### src/rtl/mem_arbiter_n_pkg.sv
// mem_arb_pkg: shared types for the mem_arbiter_n RAM arbiter.
//   state_t : arbiter FSM states (IDLE, ACCESS, WAIT, ACK)
//   op_t    : registered transaction kind (READ, WRITE)
package mem_arb_pkg;

  typedef enum logic [1:0] {
    IDLE   = 2'd0,
    ACCESS = 2'd1,
    WAIT   = 2'd2,
    ACK    = 2'd3
  } state_t;

  typedef enum logic {
    READ  = 1'b0,
    WRITE = 1'b1
  } op_t;

endpackage

### src/rtl/mem_arbiter_n_if.sv
// mem_arbiter_n_if: core-side request bus plus RAM-side bus of the arbiter.
//   slave  : arbiter view (takes rden/wren/Address/Din/RAMq, drives
//            acq/Dq/RAMAddress/RAMDin/RAMwren/busy)
//   master : core array + RAM view (the reverse directions)
interface mem_arbiter_n_if #(
  parameter int NUM_PORTS = 4,
  parameter int ADDR_W    = 8,
  parameter int DATA_W    = 8
);
  logic [NUM_PORTS-1:0]        rden;
  logic [NUM_PORTS-1:0]        wren;
  logic [NUM_PORTS*ADDR_W-1:0] Address;
  logic [NUM_PORTS*DATA_W-1:0] Din;
  logic [DATA_W-1:0]           RAMq;
  logic [NUM_PORTS-1:0]        acq;
  logic [NUM_PORTS*DATA_W-1:0] Dq;
  logic [ADDR_W-1:0]           RAMAddress;
  logic [DATA_W-1:0]           RAMDin;
  logic                        RAMwren;
  logic                        busy;

  modport slave (
    input  rden, wren, Address, Din, RAMq,
    output acq, Dq, RAMAddress, RAMDin, RAMwren, busy
  );

  modport master (
    output rden, wren, Address, Din, RAMq,
    input  acq, Dq, RAMAddress, RAMDin, RAMwren, busy
  );
endinterface

### src/rtl/mem_arbiter_n_rr_pick.sv
// mem_rr_pick: combinational rotating-priority picker.
//   req   : request vector
//   ptr   : port with highest priority this round
//   grant : one-hot of the first requesting port at or after ptr (with wrap)
//   idx   : binary index of that port (0 when no request)
module mem_rr_pick #(
  parameter int NUM_PORTS = 4,
  parameter int PTR_W     = $clog2(NUM_PORTS)
) (
  input  logic [NUM_PORTS-1:0] req,
  input  logic [PTR_W-1:0]     ptr,
  output logic [NUM_PORTS-1:0] grant,
  output logic [PTR_W-1:0]     idx
);

  logic             found;
  logic [PTR_W:0]   pos;

  always_comb begin
    grant = '0;
    idx   = '0;
    found = 1'b0;
    pos   = '0;
    for (int i = 0; i < NUM_PORTS; i++) begin
      // One extra bit holds ptr+i before the wrap back into 0..NUM_PORTS-1.
      pos = {1'b0, ptr} + (PTR_W+1)'(i);
      if (pos >= (PTR_W+1)'(NUM_PORTS)) pos = pos - (PTR_W+1)'(NUM_PORTS);
      if (!found && req[pos[PTR_W-1:0]]) begin
        found                 = 1'b1;
        grant[pos[PTR_W-1:0]] = 1'b1;
        idx                   = pos[PTR_W-1:0];
      end
    end
  end

endmodule

### src/rtl/mem_arbiter_n.sv
// mem_arbiter_n: round-robin arbiter sharing one single-port synchronous RAM
// among NUM_PORTS cores. One transaction takes IDLE->ACCESS->WAIT->ACK.
//   CLK, rst : clock, synchronous active-high reset
//   bus      : mem_arbiter_n_if.slave (per-port rden/wren/Address/Din in,
//              acq/Dq out; RAMq in, RAMAddress/RAMDin/RAMwren out; busy out)
// Optional feature: define MEMARB_BROADCAST_EN to serve identical-address
// reads from several ports in one RAM access.
module mem_arbiter_n
  import mem_arb_pkg::*;
#(
  parameter int NUM_PORTS = 4,
  parameter int ADDR_W    = 8,
  parameter int DATA_W    = 8
) (
  input  logic              CLK,
  input  logic              rst,
  mem_arbiter_n_if.slave    bus
);

  localparam int PTR_W = $clog2(NUM_PORTS);

  state_t                      state, state_nxt;
  op_t                         op;
  logic [PTR_W-1:0]            ptr, sel;
  logic [NUM_PORTS-1:0]        mask, gset, gset_nxt;
  logic [NUM_PORTS-1:0]        eligible, win_oh;
  logic [PTR_W-1:0]            win_idx;
  logic                        any_req, win_wr;
  logic [ADDR_W-1:0]           win_addr;
  logic [ADDR_W-1:0]           ram_addr_q;
  logic [DATA_W-1:0]           ram_din_q;
  logic                        ram_wren_q;
  logic [NUM_PORTS*DATA_W-1:0] dq_q;

  // Ports acked in the previous ACK are masked for one IDLE cycle.
  assign eligible = (bus.rden | bus.wren) & ~mask;
  assign any_req  = |eligible;

  mem_rr_pick #(
    .NUM_PORTS (NUM_PORTS),
    .PTR_W     (PTR_W)
  ) u_pick (
    .req   (eligible),
    .ptr   (ptr),
    .grant (win_oh),
    .idx   (win_idx)
  );

  // A simultaneous read+write request on one port is served as a write.
  assign win_wr   = bus.wren[win_idx];
  assign win_addr = bus.Address[win_idx*ADDR_W +: ADDR_W];

  always_comb begin
    gset_nxt = win_oh;
`ifdef MEMARB_BROADCAST_EN
    if (!win_wr) begin
      for (int p = 0; p < NUM_PORTS; p++) begin
        if (bus.rden[p] && !bus.wren[p] && !mask[p] &&
            bus.Address[p*ADDR_W +: ADDR_W] == win_addr)
          gset_nxt[p] = 1'b1;
      end
    end
`endif
  end

  // State register
  always_ff @(posedge CLK) begin
    if (rst) state <= IDLE;
    else     state <= state_nxt;
  end

  // Next-state logic
  always_comb begin
    state_nxt = state;
    case (state)
      IDLE:    if (any_req) state_nxt = ACCESS;
      ACCESS:  state_nxt = WAIT;
      WAIT:    state_nxt = ACK;
      ACK:     state_nxt = IDLE;
      default: state_nxt = IDLE;
    endcase
  end

  // Outputs decoded from state
  always_comb begin
    bus.busy = (state != IDLE);
    bus.acq  = (state == ACK) ? gset : '0;
  end

  // Grant capture, RAM drive, read-data capture, pointer and cooldown mask
  always_ff @(posedge CLK) begin
    if (rst) begin
      ptr        <= '0;
      mask       <= '0;
      sel        <= '0;
      op         <= READ;
      gset       <= '0;
      ram_addr_q <= '0;
      ram_din_q  <= '0;
      ram_wren_q <= 1'b0;
      dq_q       <= '0;
    end else begin
      case (state)
        IDLE: begin
          mask <= '0;
          if (any_req) begin
            sel        <= win_idx;
            op         <= win_wr ? WRITE : READ;
            gset       <= gset_nxt;
            ram_addr_q <= win_addr;
            ram_din_q  <= bus.Din[win_idx*DATA_W +: DATA_W];
            ram_wren_q <= win_wr;
          end
        end
        ACCESS: ram_wren_q <= 1'b0;
        WAIT: begin
          if (op == READ) begin
            for (int p = 0; p < NUM_PORTS; p++)
              if (gset[p]) dq_q[p*DATA_W +: DATA_W] <= bus.RAMq;
          end
        end
        ACK: begin
          ptr  <= (sel == PTR_W'(NUM_PORTS-1)) ? '0 : sel + 1'b1;
          mask <= gset;
        end
        default: ;
      endcase
    end
  end

  assign bus.RAMAddress = ram_addr_q;
  assign bus.RAMDin     = ram_din_q;
  assign bus.RAMwren    = ram_wren_q;
  assign bus.Dq         = dq_q;

endmodule

### src/flat_wrapper.sv
// flat-port wrapper written by rule: the top's interface ports become plain ports
module mem_arbiter_n_flat import mem_arb_pkg::*;
#(
  parameter int NUM_PORTS = 4,
  parameter int ADDR_W    = 8,
  parameter int DATA_W    = 8
)
  (CLK, rst, bus_rden, bus_wren, bus_Address, bus_Din, bus_RAMq, bus_acq, bus_Dq, bus_RAMAddress, bus_RAMDin, bus_RAMwren, bus_busy);
  mem_arbiter_n_if #(.NUM_PORTS(NUM_PORTS), .ADDR_W(ADDR_W), .DATA_W(DATA_W)) bus_i ();
  input  logic CLK;
  input  logic rst;
  input wire logic [$bits(bus_i.rden)-1:0] bus_rden;
  input wire logic [$bits(bus_i.wren)-1:0] bus_wren;
  input wire logic [$bits(bus_i.Address)-1:0] bus_Address;
  input wire logic [$bits(bus_i.Din)-1:0] bus_Din;
  input wire logic [$bits(bus_i.RAMq)-1:0] bus_RAMq;
  output wire logic [$bits(bus_i.acq)-1:0] bus_acq;
  output wire logic [$bits(bus_i.Dq)-1:0] bus_Dq;
  output wire logic [$bits(bus_i.RAMAddress)-1:0] bus_RAMAddress;
  output wire logic [$bits(bus_i.RAMDin)-1:0] bus_RAMDin;
  output wire logic [$bits(bus_i.RAMwren)-1:0] bus_RAMwren;
  output wire logic [$bits(bus_i.busy)-1:0] bus_busy;
  assign bus_i.rden = bus_rden;
  assign bus_i.wren = bus_wren;
  assign bus_i.Address = bus_Address;
  assign bus_i.Din = bus_Din;
  assign bus_i.RAMq = bus_RAMq;
  assign bus_acq = bus_i.acq;
  assign bus_Dq = bus_i.Dq;
  assign bus_RAMAddress = bus_i.RAMAddress;
  assign bus_RAMDin = bus_i.RAMDin;
  assign bus_RAMwren = bus_i.RAMwren;
  assign bus_busy = bus_i.busy;
  mem_arbiter_n #(.NUM_PORTS(NUM_PORTS), .ADDR_W(ADDR_W), .DATA_W(DATA_W)) u_core (.CLK(CLK), .rst(rst), .bus(bus_i));
endmodule
### config.mk
export PLATFORM = sky130hd
export DESIGN_NAME = mem_arbiter_n_flat
export DESIGN_NICKNAME = d
export VERILOG_FILES = /design/src/rtl/mem_arbiter_n_pkg.sv /design/src/rtl/mem_arbiter_n_if.sv /design/src/rtl/mem_arbiter_n_rr_pick.sv /design/src/rtl/mem_arbiter_n.sv /design/src/flat_wrapper.sv
export SDC_FILE = /design/constraint.sdc
export NUM_CORES = 1
export LEC_CHECK = 0
export CAP_MARGIN = 20
export CORE_UTILIZATION = 27
export CTS_CLUSTER_SIZE = 14
export DETAILED_ROUTE_END_ITERATION = 7
export GPL_TIMING_DRIVEN = 0
export PLACE_DENSITY = 0.64
export SLEW_MARGIN = 20
export SYNTH_ARGS = -nofsm -noshare
export SYNTH_HDL_FRONTEND = slang
export SYNTH_SLANG_ARGS = --single-unit
### constraint.sdc
create_clock -name CLK -period 4.75 [get_ports CLK]
set_clock_uncertainty 0.1 [all_clocks]
set_input_delay 0.95 -clock CLK [delete_from_list [all_inputs] [get_ports CLK]]
set_output_delay 0.95 -clock CLK [all_outputs]
set_load 0.01 [all_outputs]
==> flow_summary.toml <==
[cells_and_area]
finish.net_count = 632
mostFrequentLayoutCells = "135 x sky130_fd_sc_hd__clkdlybuf4s50_1, 64 x sky130_fd_sc_hd__dfxtp_1, 52 x sky130_fd_sc_hd__nand3_1"
post_route_cells_drive_above_1_share_pct = 9.43
area_delta_synth_final_pct = 55.7
diodes = 0
final_common_cell = "sky130_fd_sc_hd__clkdlybuf4s50_1"
layout.filler_cells = 1212

[power_and_ir_drop]
power.ir.vdd_worst_mv = 0.160
p_leak_nw = 1.96
p_int_mw = 1.49
powerDensity_nw_per_um2 = 406
power_frac_comb_pct = 33.9
p_clk_share_pct = 35.4
netSwitchingPower_mw = 0.683
share_seq_of_total_power_pct = 30.8
sw_frac_of_total_pct = 31.4

[setup_path]
worst_r2r_path_depth = 9
rrSetupSlack_ps = 1600
required_ps = 4860
worst_setup_path_end_kind = "flip-flop"
reg2reg_start = "u_core.ptr[0]$_SDFFE_PP0N_"
critPathMaxFanout = 10
worst-setup-path-type = "input pin to flip-flop"
regToRegEndpoint = "u_core.op$_SDFFE_PP0P_"
worst_ep_arrival_time_ps = 3500
crit_path_start_kind = "input pin"

[yosys]
synth_area_leader_cell = "sky130_fd_sc_hd__dfxtp_1"
postSynth.topFlopCell = "sky130_fd_sc_hd__dfxtp_1"
synth-edff-count = 0
synth_largest_type_area_fraction_pct = 37.3
synth_async_sr_flop_share_pct = 0
yosysWarningCount = 0
ys_seq_elements = 64
ys_types = 45
syn_area_um2 = 3440
post_synth_main_area_contributors = "sky130_fd_sc_hd__dfxtp_1 37%, sky130_fd_sc_hd__nand3_1 7.6%, sky130_fd_sc_hd__mux2i_1 7.3%"
seq_area_frac_synth_pct = 37.3
post_synth_inst_count = 390
syn_nets = 486
post_synth.cell_area_avg_um2 = 8.81

[timing]
timing.fmax_mhz = 295
report.final.slew_viol_count = 0
post-route-worst-setup-slack_ps = 1360
finalHoldViolations = 0
setup_viol = 0
layout_worst_path_cycle_share_pct = 71.3
setup_repair_after_global_routing_missed_its_margin = "false"
fin_setup_tns_ps = 0
period_minus_slack_ps = 3390
max_slew.worst_pin.slew_ps = 755
worst_slew_margin_rel_pct = 48.4

[detailed_routing]
dr.first_iter.drc_count = 276
remaining_drc_errors = 0
drt_pass1_iterations = 5
routed_wl_mm = 11.0
drt.antenna.violating_nets = 0
via_count = 3594
wl_per_cell_um = 15.5
drt-vias-per-instance = 5.07

[floorplan]
design.portCount = 136
starting_density_of_the_core_pct = 28.1
die_h_um = 115
core_footprint_um2 = 12200
fp.dieArea_um2 = 13200
die_x_um = 115
floorplan.rows = 40

[clocking]
clock_pin_slew_on_the_worst_setup_and_hold_paths_ps = 50
cts_buffer_depth = 2
tritoncts_clock_tree = "done"
cts.hold.buffers_added = 0
cts_root_buf = "sky130_fd_sc_hd__clkbuf_16"
cts_resized = 0
post_cts_buffers = 0
cts_buffers = 9
clkLatencyLatePin_ps = 320
cts.htree.levels = 3
clock-sinks = 64

[global_route]
grt_overflow_total = 0
grt.total_usage_pct = 17.0
grt_max_degree = 13
first_global_vias = 3506
wire_length_of_the_first_global_routing_pass_mm = 17.6
antenna_violations_before_repair = 0

[worst_hold_path]
hold_start = "u_core.bus.Dq[25]$_SDFFE_PP0P_"
worstHoldEndpoint = "u_core.bus.Dq[25]$_SDFFE_PP0P_"
worstHoldPathCells = 2
worst_hold_path_type = "flip-flop to flip-flop"

[outcome]
status = "finished clean"

[place]
globalplace.congestion = 0.834
place.port_buffers = 135
place.detailed.hpwl_mm = 8.25
pre_cts_setup_slack_ps = 1050

[job]
maximum_capacitance_violations = 0
## through the flow
step | instance area (um^2) | cells | hold slack, ps | util, % | power (mW)
after floorplan | 3440 | 390 | 368 | - | 1.09
after global placement | 5000 | 693 | 343 | 40.9 | 1.40
after detailed placement | 5000 | 693 | 349 | 40.9 | 1.41
after CTS | 5350 | 709 | 356 | 43.8 | 2.20
after global routing | 5350 | 709 | 366 | 43.8 | 2.30
final | 5350 | 709 | 353 | 43.8 | 2.17
## state kept, by name, summed over array words and instances, names as in the netlist
| name | cells |
|---|---|
| u_core.bus.Dq | 32 |
| u_core.bus.RAMAddress | 8 |
| u_core.bus.RAMDin | 8 |
| u_core.gset | 4 |
| u_core.mask | 4 |
| u_core.ptr | 2 |
| u_core.sel | 2 |
| u_core.state | 2 |
| u_core.bus.RAMwren | 1 |
| u_core.op | 1 |
## kinds of logic after synthesis
family / Yosys count / share of synthesized area, %
buffers and inverters: 35 / 4.70
and+or+nand+nor: 152 / 21.5
adders and majority gates: 14 / 5.10
DFF: 64 / 37.3
muxes: 43 / 13.8
AOI/OAI and AO/OA: 82 / 17.6
## cells in the mapped netlist (5+ instances only)
library cell,count
sky130_fd_sc_hd__dfxtp_1,64
sky130_fd_sc_hd__nand3_1,52
sky130_fd_sc_hd__nand2_1,44
sky130_fd_sc_hd__a21oi_1,33
sky130_fd_sc_hd__mux2i_1,25
sky130_fd_sc_hd__nor2_1,23
sky130_fd_sc_hd__clkbuf_1,19
sky130_fd_sc_hd__o311ai_1,17
sky130_fd_sc_hd__mux2_2,16
sky130_fd_sc_hd__nand3b_1,16
sky130_fd_sc_hd__ha_1,14
sky130_fd_sc_hd__inv_1,5
sky130_fd_sc_hd__nor3_1,5
## per-layer routing
layer	routed length, um	global-route usage [%]	vias to the layer above	part of all wire (%)
met5	0	0	-	0
met2	5440	29.8	128	50
met4	72	4.76	0	0.66
li1	-	-	1728	-
met3	652	3.32	7	5.9
met1	4800	21.1	1731	44
## cell type report
cell class	count	area, um^2	area share [%]
Multi-Input combinational cell	291	1990	37.3
Sequential cell	64	1280	23.9
Clock buffer	10	239	4.46
Tap cell	168	210	3.93
Timing Repair Buffer	135	1350	25.2
Clock inverter	6	115	2.15
Buffer	29	139	2.59
Inverter	6	22.5	0.421
## power groups by stage
stage	Sequential, mW	Clock (mW)	Combinational, mW
6_report	0.668	0.768	0.736
5_1_grt	0.678	0.814	0.805
4_1_cts	0.667	0.787	0.741
3_5_place_dp	0.677	0	0.737
3_3_place_gp	0.676	0	0.724
2_1_floorplan	0.698	0	0.394
## how the worst max path moves through the flow
| stage | from | to | slack (ps) | cells after the start |
|---|---|---|---|---|
| after floorplan | bus_rden[3] | u_core.op$_SDFFE_PP0P_ | 1960 | 7 |
| after global placement | bus_wren[2] | u_core.op$_SDFFE_PP0P_ | 1070 | 8 |
| after detailed placement | bus_wren[2] | u_core.op$_SDFFE_PP0P_ | 1050 | 8 |
| after CTS | bus_wren[2] | u_core.op$_SDFFE_PP0P_ | 1380 | 8 |
| after global routing | bus_wren[2] | u_core.op$_SDFFE_PP0P_ | 1180 | 8 |
| final | bus_wren[2] | u_core.op$_SDFFE_PP0P_ | 1360 | 8 |
## worst max-delay path: stages
cell	delay, ps
sky130_fd_sc_hd__clkdlybuf4s50_1	460
sky130_fd_sc_hd__o21bai_1	380
sky130_fd_sc_hd__o21ai_0	200
sky130_fd_sc_hd__a32oi_2	540
sky130_fd_sc_hd__buf_4	330
sky130_fd_sc_hd__mux2i_1	290
sky130_fd_sc_hd__nor2_1	60
sky130_fd_sc_hd__a211o_1	280
(Power assumes the default switching activity.)
